$ cat config.mk
export PLATFORM = sky130hd
export DESIGN_NAME = rng_bit_fifo
export DESIGN_NICKNAME = d
export VERILOG_FILES = /design/src/rtl/rng_bit_fifo_pkg.sv /design/src/rtl/rng_bit_fifo_word_window_mux.sv /design/src/rtl/rng_bit_fifo.sv
export SDC_FILE = /design/constraint.sdc
export NUM_CORES = 2
export LEC_CHECK = 0
export ABC_AREA = 1
export CAP_MARGIN = 20
export CELL_PAD_IN_SITES_DETAIL_PLACEMENT = 1
export CELL_PAD_IN_SITES_GLOBAL_PLACEMENT = 1
export CORE_UTILIZATION = 45
export CTS_CLUSTER_SIZE = 10
export DETAILED_ROUTE_END_ITERATION = 7
export PLACE_DENSITY = 0.89
export SETUP_SLACK_MARGIN = 0.5
export SKIP_LAST_GASP = 1
export SLEW_MARGIN = 20
export SYNTH_ARGS = -nofsm -noshare
export SYNTH_HDL_FRONTEND = slang
export SYNTH_SLANG_ARGS = --single-unit
$ cat constraint.sdc
create_clock -name i_clock -period 9.4 [get_ports i_clock]
set_input_delay 1.41 -clock i_clock [delete_from_list [all_inputs] [get_ports i_clock]]
set_output_delay 1.41 -clock i_clock [all_outputs]
set_load 0.1 [all_outputs]
$ cat src/rtl/rng_bit_fifo_pkg.sv
// Shared constants for the RNG bit FIFO.
//   DATA_W    : width of the word presented to and consumed by the bus side
//   BUF_BITS  : depth of the shift buffer in bits
//   CNT_W     : width of the valid-bit counter (log2 of BUF_BITS)
//   BYTES_W   : width of the bytes-ready report (CNT_W - 3)
//   WORD_BITS : bits removed from the count by one read
package rng_bit_fifo_pkg;

  localparam int unsigned DATA_W    = 32;
  localparam int unsigned BUF_BITS  = 256;
  localparam int unsigned CNT_W     = 8;
  localparam int unsigned BYTES_W   = CNT_W - 3;
  localparam int unsigned WORD_BITS = 32;

  localparam logic [CNT_W-1:0] WORD_CNT = CNT_W'(WORD_BITS);
  localparam logic [CNT_W-1:0] CNT_MAX  = '1;

endpackage

$ cat src/rtl/rng_bit_fifo_word_window_mux.sv
// Variable-offset word select from the shift buffer.
// Ports:
//   sr_i   : shift buffer contents, newest bit at bit 0
//   cnt_i  : number of valid bits in the buffer
//   word_o : oldest unread word sr[cnt-1 -: DATA_W] when at least one whole
//            word is buffered, otherwise the bottom DATA_W bits of the buffer
module rng_bit_fifo_word_window_mux
  import rng_bit_fifo_pkg::*;
(
  input  logic [BUF_BITS-1:0] sr_i,
  input  logic [CNT_W-1:0]    cnt_i,
  output logic [DATA_W-1:0]   word_o
);

  logic [CNT_W-1:0]    offset;
  logic [BUF_BITS-1:0] shifted;

  always_comb begin
    // The oldest unread word starts WORD_BITS below the count; below one word
    // the window is pinned at the bottom of the buffer.
    offset  = (cnt_i >= WORD_CNT) ? (cnt_i - WORD_CNT) : '0;
    shifted = sr_i >> offset;
    word_o  = shifted[DATA_W-1:0];
  end

endmodule

$ cat src/rtl/rng_bit_fifo.sv
// Serial random-bit collector feeding the RNG bus-side register interface.
// Bits enter a BUF_BITS-deep shift buffer one per enabled clock; a read strobe
// consumes one DATA_W word per high cycle, or flushes the buffer when less than
// a whole word is held.
// Ports:
//   i_clock      : system clock, rising-edge active
//   i_rst        : asynchronous active-high reset
//   i_enb        : shift enable, captures i_ranBit on this edge
//   i_ranBit     : random bit to capture
//   i_read       : read strobe, one word consumed per high cycle
//   o_data       : oldest unread word (or buffer bottom when under one word)
//   o_bytesReady : whole bytes buffered, the count divided by eight
module rng_bit_fifo
  import rng_bit_fifo_pkg::*;
(
  input  logic               i_clock,
  input  logic               i_rst,
  input  logic               i_enb,
  input  logic               i_ranBit,
  input  logic               i_read,
  output logic [DATA_W-1:0]  o_data,
  output logic [BYTES_W-1:0] o_bytesReady
);

  logic [BUF_BITS-1:0] sr_q, sr_d;
  logic [CNT_W-1:0]    cnt_q, cnt_d;
  logic [CNT_W-1:0]    shift_inc;
  logic                flush;

  always_comb begin
    sr_d      = sr_q;
    cnt_d     = cnt_q;
    shift_inc = CNT_W'(i_enb);
    flush     = i_read && (cnt_q < WORD_CNT);

    if (flush) begin
      // Partial or empty word: discard everything, keep only this edge's bit.
      sr_d    = '0;
      sr_d[0] = i_enb & i_ranBit;
      cnt_d   = shift_inc;
    end else begin
      // Collection never stalls for reads.
      if (i_enb) begin
        sr_d = {sr_q[BUF_BITS-2:0], i_ranBit};
      end
      if (i_read) begin
        // cnt >= WORD_CNT here, so no underflow; max result is 224.
        cnt_d = cnt_q - WORD_CNT + shift_inc;
      end else if (i_enb && (cnt_q != CNT_MAX)) begin
        // At full count the bit still shifts in and the oldest is lost.
        cnt_d = cnt_q + 1'b1;
      end
    end
  end

  always_ff @(posedge i_clock or posedge i_rst) begin
    if (i_rst) begin
      sr_q  <= '0;
      cnt_q <= '0;
    end else begin
      sr_q  <= sr_d;
      cnt_q <= cnt_d;
    end
  end

  rng_bit_fifo_word_window_mux u_word_window_mux (
    .sr_i   (sr_q),
    .cnt_i  (cnt_q),
    .word_o (o_data)
  );

  assign o_bytesReady = cnt_q[CNT_W-1:3];

endmodule

==> run metrics <==
status completed; Primary FF master, synth dfrtp_1; Max Fclk 122 MHz; number of synthesized flops with an enable pin 0; DIE HEIGHT 256 um; vias in the first global route 36601; # DRC 0; Synth Register Bits 264; Setup Crit Path Kind flop to primary output; I/O Buffers 41; cell repeated most along the worst path nand3_1; worst-margin pin slew 1.14 ns; post-cts resize count 0; critical path cell sequence inv_2 -> nand2_8 -> nand2_8 -> inv_8 -> buf_4 -> nand3_1 -> nand3_1 -> nand3_1 -> nand3_1 -> nand3_1 -> nand2_1 -> nand3_1 -> nand2_1 -> clkdlybuf4s50_1; min Tclk post-route 8.19 ns; Layout Nets 4970; syn avg cell area 5.53 um^2; Final ANT Viol Nets 0; hold path depth 2; CTS Hold Bufs 0; max incr delay on CP 1.16 ns; Post-Syn Nets 5282; first-pass GRT wire length 210 mm; hold path startpoint sr_q[89]$_DFFE_PP0P_; Synth cell types 29; RePlAce Congestion 1.04; setup TNS 0 ns; CP Max Fanout 140; WP data arrival 6.78 ns; Ys Warns 0; Reg-to-Reg End sr_q[111]$_DFFE_PP0P_; post-route design area 30400 um^2; Clock Latency Late Sink 0.59 ns; Final Skew 0.0196 ns; Antenna Cells 0; period utilization 0.871; FF-to-FF Start cnt_q[7]$_DFFE_PP0P_; DP Worst Slack 2.11 ns; Via density 6.44; sequential share of the synthesized area 0.227; initial core utilization 0.458; first drt pass iteration count 6; row count 92; Iter 0 DRT Violations 4801; Crit-path slowest cell clkdlybuf4s50_1; Max-Cap Viols 0; CTS tree done; Core Region 63500 um^2; initial antenna violation count 0; post-synth top area cell nand3_1; RSZ-0062 raised after global routing no; hold crit path type flop to flop; gr ovfl total 0; Final setup violation count 0; setup bufs post-CTS 0; Reg2Reg Depth 9; dpl hpwl 92.1 mm; Fin. Hold Viols 0; Setup WS post-layout 1.21 ns; Sink Count 264; Post-synth ARST share 1.00; Slew headroom 0.241; Post-Syn Area 29100 um^2; Final Max Slew Viols 0; largest net degree at the start of global routing 162; H-Tree Depth 2; DP Area 29200 um^2; startpoint types flop; die area 65800 um^2; final WL 133 mm; Synth area leaders nand3_1 37%, dfrtp_1 23%, nand2_1 16%; layout cells sized above 1 0.0251; CP required 7.99 ns; Yosys top cell area share 0.368; Cells after Synth 5270; synth-to-layout area growth 4.30%; hold-critical path endpoint sr_q[90]$_DFFE_PP0P_; Clock transition at path regs 0.05 ns; crit end category primary output; CTS Root Cell clkbuf_16; clock tree buffer depth 3; R2R Setup Slk 4.66 ns; DR WL/cell 22.9 um; total number of vias 37542; CTS Buf Count 36; Top Ports 42; Die W 256 um; GRT Util Overall 0.398
sequential cells by signal, summed over array words and instances (netlist names):
name and count:
cnt_q 8, sr_q 256
layout make-up:
cell class              count  area (um^2)
fillers                  9236        33200
multi-input cells        4113        19000
flip-flops and latches    264         6610
inverters                 455         1750
well taps                 846         1060
clock buffers              50         1030
repair buffers             88          842
clock inverters             9          131
routing by layer:
metal,vias up,GRT usage,share of wire
li1,17061,-,-
met1,18216,0.503,0.40
met2,1810,0.636,0.45
met3,455,0.0671,0.079
met4,0,0.239,0.071
met5,-,0,0
synthesized netlist by cell type (3+ instances only):
library cell	instances
o21ai_1	4
nor2_1	400
nand3_1	2144
nand2_1	1245
nand2_2	4
a21oi_1	26
buf_2	197
nor2_2	3
o21ai_0	77
a31oi_1	187
nand4_1	5
clkbuf_1	185
dfrtp_1	264
inv_1	446
buf_1	40
inv_2	7
buf_4	15
ha_1	7
how the worst max path moves through the flow:
stage / from / end / slack, ns / cells after the start
floorplan: i_rst / cnt_q[0]$_DFFE_PP0P_ / 0.72 / 1
global placement: cnt_q[5]$_DFFE_PP0P_ / o_data[17] / 2.22 / 14
detailed placement: cnt_q[5]$_DFFE_PP0P_ / o_data[17] / 2.11 / 14
CTS: cnt_q[5]$_DFFE_PP0P_ / o_data[17] / 1.45 / 14
global route: cnt_q[5]$_DFFE_PP0P_ / o_data[17] / 1.04 / 14
finish: cnt_q[5]$_DFFE_PP0P_ / o_data[17] / 1.21 / 14
stage by stage:
| stage | utilization | instances | hold WS (ns) |
|---|---|---|---|
| floorplan | - | 5270 | 0.454 |
| global placement | 0.459 | 5765 | 0.456 |
| detailed placement | 0.459 | 5765 | 0.474 |
| CTS | 0.478 | 5824 | 0.488 |
| global route | 0.478 | 5825 | 0.508 |
| finish | 0.478 | 5825 | 0.484 |
critical path: cells and delay by family, from the launching register on:
kind / cells / cell delay [ns]
buf+inv: 4 / 2.73
flops: 1 / 0.48
simple gates: 10 / 2.79
layout by cell type, fill, tap and decap left out, drive strengths merged:
cell,count
nand2,1250
o211ai,1
o32ai,1
o31ai,2
ha,7
a21oi,26
nor2,403
o221ai,1
clkbuf,51
a31oi,187
clkinvlp,1
buf,47
inv,452
clkdlybuf4s50,40
dfrtp,264
xnor2,1
nand3,2144
xor2,1
clkinv,9
o21ai,81
nand4,5
and2,1
bufinv,2
o22ai,2
cell families after synthesis:
| logic type | after synthesis | synth area share |
|---|---|---|
| and+or+nand+nor | 3803 | 0.584 |
| buffers and inverters | 893 | 0.126 |
| AOI/OAI and AO/OA | 301 | 0.0603 |
| DFF | 264 | 0.227 |
| adders and majority gates | 7 | 0.00301 |
| xor gates and xnor gates | 2 | 0.000601 |
Power is left out: the tool's default activity adds up to more than one toggle a clock period on the data nets, which glitch-free logic cannot reach.
